File: src/rtl/accum_drain_if.sv
// Bundles the command, column-memory and output-stream signals of accum_drain.
// Ports: command (start/base_addr/num_rows, busy/done), column read
// (col_wr_en, rd_en/rd_addr, rd_data), output stream (out_valid/out_ready, out_data/out_last).
interface accum_drain_if #(
  parameter int ACCUM_ROW  = 256,
  parameter int DATA_WIDTH = 32
);
  localparam int ADDR_WIDTH = $clog2(ACCUM_ROW);

  // command side
  logic                  start;
  logic [ADDR_WIDTH-1:0] base_addr;
  logic [ADDR_WIDTH:0]   num_rows;
  logic                  busy;
  logic                  done;

  // column memory side
  logic                  col_wr_en;
  logic                  rd_en;
  logic [ADDR_WIDTH-1:0] rd_addr;
  logic [DATA_WIDTH-1:0] rd_data;

  // output stream
  logic                  out_valid;
  logic                  out_ready;
  logic [DATA_WIDTH-1:0] out_data;
  logic                  out_last;

  // master: whoever drives commands, owns the column and consumes the stream
  modport master (
    output start, base_addr, num_rows, col_wr_en, rd_data, out_ready,
    input  busy, done, rd_en, rd_addr, out_valid, out_data, out_last
  );

  // slave: the drain sequencer itself
  modport slave (
    input  start, base_addr, num_rows, col_wr_en, rd_data, out_ready,
    output busy, done, rd_en, rd_addr, out_valid, out_data, out_last
  );
endinterface

File: src/rtl/accum_drain.sv
// Drains a contiguous (wrapping) run of rows from an accumulator column onto a valid/ready stream.
// Latency: start in cycle 0, first rd_en cycle 1, first out_valid cycle 3; 1 beat/cycle when unstalled.
// Backpressure: 3-entry skid FIFO with read credit (fifo_count + inflight < 3); reads pause, nothing dropped.
// Ports: clk, rstn (sync active-low), bus (accum_drain_if.slave: command, column read, output stream).
module accum_drain #(
  parameter int ACCUM_ROW  = 256,
  parameter int DATA_WIDTH = 32
) (
  input  logic           clk,
  input  logic           rstn,
  accum_drain_if.slave   bus
);
  localparam int ADDR_WIDTH = $clog2(ACCUM_ROW);

  localparam logic [1:0] S_IDLE  = 2'd0;
  localparam logic [1:0] S_READ  = 2'd1;
  localparam logic [1:0] S_DRAIN = 2'd2;
  localparam logic [1:0] S_DONE  = 2'd3;

  localparam logic [ADDR_WIDTH-1:0] LAST_ROW = ADDR_WIDTH'(ACCUM_ROW - 1);
  localparam logic [ADDR_WIDTH:0]   CNT_ONE  = {{ADDR_WIDTH{1'b0}}, 1'b1};

  logic [1:0]            r_state;
  logic [ADDR_WIDTH-1:0] r_ptr;
  logic [ADDR_WIDTH:0]   r_num;
  logic [ADDR_WIDTH:0]   r_issued;
  logic [ADDR_WIDTH:0]   r_popped;
  logic                  r_inflight;
  logic [DATA_WIDTH-1:0] r_fifo [3];
  logic [1:0]            r_wr_idx;
  logic [1:0]            r_rd_idx;
  logic [1:0]            r_count;

  logic w_credit_ok;
  logic w_rd_en;
  logic w_last_issue;
  logic w_push;
  logic w_pop;
  logic w_valid;
  logic w_last;

  function automatic logic [1:0] next_idx(input logic [1:0] idx);
    return (idx == 2'd2) ? 2'd0 : idx + 2'd1;
  endfunction

  // Credit counts the word already in flight so a full FIFO can always absorb it.
  // Uses only registered state, so out_ready never reaches rd_en combinationally.
  assign w_credit_ok  = ({1'b0, r_count} + {2'b00, r_inflight}) < 3'd3;
  assign w_rd_en      = (r_state == S_READ) && !bus.col_wr_en && w_credit_ok;
  assign w_last_issue = (r_issued == r_num - CNT_ONE);
  assign w_push       = r_inflight;
  assign w_valid      = (r_count != 2'd0);
  assign w_pop        = w_valid && bus.out_ready;
  // Head beat index equals the number of beats already popped.
  assign w_last       = w_valid && (r_popped == r_num - CNT_ONE);

  always_ff @(posedge clk) begin
    if (!rstn) begin
      r_state    <= S_IDLE;
      r_ptr      <= '0;
      r_num      <= '0;
      r_issued   <= '0;
      r_popped   <= '0;
      r_inflight <= 1'b0;
      r_wr_idx   <= 2'd0;
      r_rd_idx   <= 2'd0;
      r_count    <= 2'd0;
      for (int i = 0; i < 3; i++) begin
        r_fifo[i] <= '0;
      end
    end else begin
      case (r_state)
        S_IDLE: begin
          if (bus.start) begin
            r_ptr    <= bus.base_addr;
            r_num    <= bus.num_rows;
            r_issued <= '0;
            r_popped <= '0;
            r_state  <= (bus.num_rows == '0) ? S_DONE : S_READ;
          end
        end
        S_READ: begin
          if (w_rd_en && w_last_issue) begin
            r_state <= S_DRAIN;
          end
        end
        S_DRAIN: begin
          // Popping the last beat implies the FIFO empties and nothing is in flight.
          if (w_pop && w_last) begin
            r_state <= S_DONE;
          end
        end
        default: begin
          r_state <= S_IDLE;
        end
      endcase

      if (w_rd_en) begin
        r_ptr    <= (r_ptr == LAST_ROW) ? '0 : r_ptr + 1'b1;
        r_issued <= r_issued + CNT_ONE;
      end

      r_inflight <= w_rd_en;

      if (w_push) begin
        r_fifo[r_wr_idx] <= bus.rd_data;
        r_wr_idx         <= next_idx(r_wr_idx);
      end

      if (w_pop) begin
        r_rd_idx <= next_idx(r_rd_idx);
        r_popped <= r_popped + CNT_ONE;
      end

      case ({w_push, w_pop})
        2'b10:   r_count <= r_count + 2'd1;
        2'b01:   r_count <= r_count - 2'd1;
        default: r_count <= r_count;
      endcase
    end
  end

  assign bus.busy      = (r_state == S_READ) || (r_state == S_DRAIN);
  assign bus.done      = (r_state == S_DONE);
  assign bus.rd_en     = w_rd_en;
  assign bus.rd_addr   = r_ptr;
  assign bus.out_valid = w_valid;
  assign bus.out_data  = r_fifo[r_rd_idx];
  assign bus.out_last  = w_last;
endmodule

File: src/flat_wrapper.sv
// flat-port wrapper written by rule: the top's interface ports become plain ports
module accum_drain_flat 
#(
  parameter int ACCUM_ROW  = 256,
  parameter int DATA_WIDTH = 32
)
  (clk, rstn, bus_start, bus_base_addr, bus_num_rows, bus_col_wr_en, bus_rd_data, bus_out_ready, bus_busy, bus_done, bus_rd_en, bus_rd_addr, bus_out_valid, bus_out_data, bus_out_last);
  accum_drain_if #(.ACCUM_ROW(ACCUM_ROW), .DATA_WIDTH(DATA_WIDTH)) bus_i ();
  input  logic clk;
  input  logic rstn;
  input wire logic [$bits(bus_i.start)-1:0] bus_start;
  input wire logic [$bits(bus_i.base_addr)-1:0] bus_base_addr;
  input wire logic [$bits(bus_i.num_rows)-1:0] bus_num_rows;
  input wire logic [$bits(bus_i.col_wr_en)-1:0] bus_col_wr_en;
  input wire logic [$bits(bus_i.rd_data)-1:0] bus_rd_data;
  input wire logic [$bits(bus_i.out_ready)-1:0] bus_out_ready;
  output wire logic [$bits(bus_i.busy)-1:0] bus_busy;
  output wire logic [$bits(bus_i.done)-1:0] bus_done;
  output wire logic [$bits(bus_i.rd_en)-1:0] bus_rd_en;
  output wire logic [$bits(bus_i.rd_addr)-1:0] bus_rd_addr;
  output wire logic [$bits(bus_i.out_valid)-1:0] bus_out_valid;
  output wire logic [$bits(bus_i.out_data)-1:0] bus_out_data;
  output wire logic [$bits(bus_i.out_last)-1:0] bus_out_last;
  assign bus_i.start = bus_start;
  assign bus_i.base_addr = bus_base_addr;
  assign bus_i.num_rows = bus_num_rows;
  assign bus_i.col_wr_en = bus_col_wr_en;
  assign bus_i.rd_data = bus_rd_data;
  assign bus_i.out_ready = bus_out_ready;
  assign bus_busy = bus_i.busy;
  assign bus_done = bus_i.done;
  assign bus_rd_en = bus_i.rd_en;
  assign bus_rd_addr = bus_i.rd_addr;
  assign bus_out_valid = bus_i.out_valid;
  assign bus_out_data = bus_i.out_data;
  assign bus_out_last = bus_i.out_last;
  accum_drain #(.ACCUM_ROW(ACCUM_ROW), .DATA_WIDTH(DATA_WIDTH)) u_core (.clk(clk), .rstn(rstn), .bus(bus_i));
endmodule
File: config.mk
export PLATFORM = sky130hd
export DESIGN_NAME = accum_drain_flat
export DESIGN_NICKNAME = d
export VERILOG_FILES = /design/src/rtl/accum_drain_if.sv /design/src/rtl/accum_drain.sv /design/src/flat_wrapper.sv
export SDC_FILE = /design/constraint.sdc
export NUM_CORES = 1
export LEC_CHECK = 0
export ABC_AREA = 0
export CAP_MARGIN = 20
export CORE_MARGIN = 2
export CORE_UTILIZATION = 45
export DETAILED_ROUTE_END_ITERATION = 10
export GPL_ROUTABILITY_DRIVEN = 0
export PLACE_DENSITY = 0.67
export SETUP_SLACK_MARGIN = 0.1
export SYNTH_ARGS = -nofsm -noshare
export SYNTH_HDL_FRONTEND = slang
export SYNTH_SLANG_ARGS = --single-unit
File: constraint.sdc
create_clock -name clk -period 6 [get_ports clk]
set_clock_uncertainty 0.15 [all_clocks]
set_input_delay 1.2 -clock clk [delete_from_list [all_inputs] [get_ports clk]]
set_output_delay 1.2 -clock clk [all_outputs]
set_load 0.02 [all_outputs]
==> reports/qor.yml <==
remaining_drc_errors: 0
swShare: 0.281
cp_max_fo: 10
p_leak_nw: 3.48
grt_pass1_wl_um: 28100
max-cap-violations: 0
ys_seq_elements: 174
crit_path_end_kind: "primary output"
diodes: 0
max_stage_delay_ps: 610
min_period_ps: 4390
critPathSlowestCell: "clkdlybuf4s50_1"
hold_violations: 0
path_delay_family: "simple AND/OR/NAND/NOR gates"
first_iter_violations: 418
fin_nets: 782
cp-startpoint: "u_core.r_num[0]"
antenna_found_initial: 0
die_h_um: 138
ir_worst_vdd_mv: 0.252
io-pin-count: 99
ant_nets: 0
wl_per_cell_um: 18.6
clk_latency_ps: 430
ctsResizeCount: 0
power_density_mw_per_mm2: 331
finalSetupViolCount: 0
die_x_um: 138
cts_setup_buffers: 0
first_pass_iters: 5
timing.fmax_mhz: 228
synth_area_mm2: 0.00803
slew_headroom: 0.348
holdWs_ps: 360
reg2reg_slack_ps: 3210
dpl.hpwl_um: 11500
synth_area_leader_cell: "edfxtp_1"
totalNegativeSetupSlack_ps: 0
clockBufferDepth: 2
finalPower_mw: 3.26
drive_gt1_frac: 0.129
grtUsageTotal: 0.199
synth_edf_count: 128
seqCellArea_mm2: 0.00477
status: "finished clean"
core_area_mm2: 0.0174
crit_buf_inv: 2
crit_path_start_kind: "flip-flop"
ys_warn_count: 0
synth.distinct_cells: 57
p_int_mw: 2.35
crit_required_ps: 4650
die_area_mm2: 0.0189
clock_sinks: 174
maxSlewViolCount: 0
grt_max_degree: 33
hold_class: "flip-flop to flip-flop"
routed_wl_um: 17800
synthTopCellsByArea: "edfxtp_1 48%, dfxtp_1 11%, mux4_2 9.0%"
syn_to_final_growth_pct: 22.8
multiInputGateArea_mm2: 0.00311
routed_via_density: 5.55
initial_utilization: 0.463
clk_pin_slew_ps: 70
pwr-share-clk: 0.342
syn-num-nets: 691
htree_num_levels: 4
cp-endpoint: "bus_out_last"
syn_avg_cell_area_um2: 12.8
rr_endpoint: "u_core.r_state[0]"
seqPwrFrac: 0.438
synth-seq-area-share: 0.593
rr_worst_depth: 10
synthCells: 626
worst-path-stages: 7
r2r_start: "u_core.r_count[0]"
worst_pin_slew_ps: 977
cts_tree: "built"
layout_worst_path_cycle_share: 0.731
worstSetupPathType: "flip-flop to primary output"
fp-row-count: 48
synthArstFlopShare: 0
synth_flop_cell: "edfxtp_1"
clock-root-buffer: "clkbuf_16"
rsz0062_at_grt: "false"
vias: 5304
switchingPower_uw: 916
port_buffers: 98
grt_overflow: 0
combPwrFrac: 0.220
path_cells: "inv_1, ha_1, nor3b_4, xnor2_1, nor4_1, and4_1, clkdlybuf4s50_1"
netlist.area_leader.share: 0.479
cts-buffers-inserted: 17
postCtsHoldBufs: 0
fillCellCount: 1362
grt_pass1_vias: 5301
critPathArrivalTime_ps: 3040
[power by group through the flow]
| stage | Combinational, mW | Clock, mW | Sequential [mW] |
|---|---|---|---|
| after floorplan | 0.481 | 0 | 1.43 |
| after global placement | 0.701 | 0 | 1.45 |
| after detailed placement | 0.714 | 0 | 1.46 |
| after CTS | 0.719 | 1.13 | 1.43 |
| after global routing | 0.780 | 1.18 | 1.44 |
| final | 0.718 | 1.11 | 1.43 |
[cell families (layout without fill, tap and decap cells)]
family          after synthesis  count (layout)  share of synthesized area
buf+inv                      45             149                     0.0235
compound gates               79              79                     0.0622
mux                          38              38                     0.0977
flops                       174             174                      0.593
simple gates                251             251                      0.171
fa+ha+maj                    11              11                     0.0171
xor+xnor                     28              28                     0.0349
[worst register-to-register path, cell delays in order, from the launching register on]
cell      delay, ps
dfxtp_1         350
ha_1            210
ha_1            260
nand2_1         100
nand3_1          80
buf_4           220
inv_1           300
nand4_1         200
o31a_1          340
o311ai_1        300
o41ai_1         130
[layer usage]
metal / GRT usage / routed length, µm / vias to the layer above
met4: 0.0727 / 277 / 0
met3: 0.0405 / 992 / 22
met1: 0.267 / 8060 / 2643
met2: 0.323 / 8470 / 169
met5: 0 / 0 / -
li1: - / - / 2470
[layout by cell type (no fill, tap or decap), drive strengths merged, types with 4 or more instances in the layout]
master / Yosys / final
o21a: 6 / 6
mux4: 32 / 32
nand2: 50 / 50
nor2: 42 / 42
ha: 11 / 11
xnor2: 17 / 17
clkinv: 0 / 4
clkbuf: 24 / 18
xor2: 9 / 9
edfxtp: 128 / 128
clkdlybuf4s50: 0 / 98
inv: 11 / 15
a21oi: 32 / 32
and2: 101 / 101
nor4: 6 / 6
buf: 10 / 8
dfxtp: 46 / 46
o21ai: 17 / 17
nand3: 23 / 23
nor3: 7 / 7
[per-stage QoR]
stage,utilization,area [µm²],instances,worst slack (ps)
after global placement,0.532,9230,921,1690
final,0.568,9860,955,1610
after global routing,0.568,9860,955,1430
after detailed placement,0.533,9250,922,1690
after CTS,0.567,9840,954,1620
after floorplan,-,8030,626,1780
[worst min-delay path by stage]
stage	to	startpoint	depth (start not counted)
floorplan	u_core.r_issued[4]	u_core.r_issued[4]	1
global placement	flip-flop	u_core.r_rd_idx[0]	2
detailed placement	flip-flop	u_core.r_rd_idx[0]	2
CTS	flip-flop	u_core.r_rd_idx[0]	2
global route	flip-flop	u_core.r_rd_idx[0]	2
finish	u_core.r_count[1]	u_core.r_count[1]	2
[layout make-up]
cell class / count / share of cell area
clock buffers: 18 / 0.0435
inverters: 11 / 0.00419
clock inverters: 14 / 0.0167
repair buffers: 106 / 0.108
well taps: 225 / 0.0285
flip-flops and latches: 174 / 0.483
multi-input cells: 407 / 0.316
[flip-flops by register name, indices dropped and copies added (netlist names), named ones only]
| register | flops |
|---|---|
| u_core.r_state | 2 |
| u_core.r_issued | 9 |
| u_core.bus.rd_addr | 8 |
| u_core.r_wr_idx | 2 |
| u_core.r_fifo | 128 |
| u_core.r_count | 2 |
| u_core.r_inflight | 1 |
| u_core.r_rd_idx | 2 |
| u_core.r_popped | 9 |
| u_core.r_num | 9 |
[synth_stat cells, types with 3 or more instances]
cell and n:
nor4_1 5, mux4_2 32, buf_1 6, mux2_2 3, o21a_1 6, a21oi_1 32
and3_1 3, inv_1 11, nand3b_1 3, nor2_1 42, xnor2_1 17, and2_1 99
mux2i_1 3, o21ai_0 17, ha_1 11, nand2b_1 3, nor3_1 6, nand3_1 23
clkbuf_1 24, dfxtp_1 46, xor2_1 9, or3_1 3, nand2_1 50, edfxtp_1 128
(Power assumes the default switching activity.)
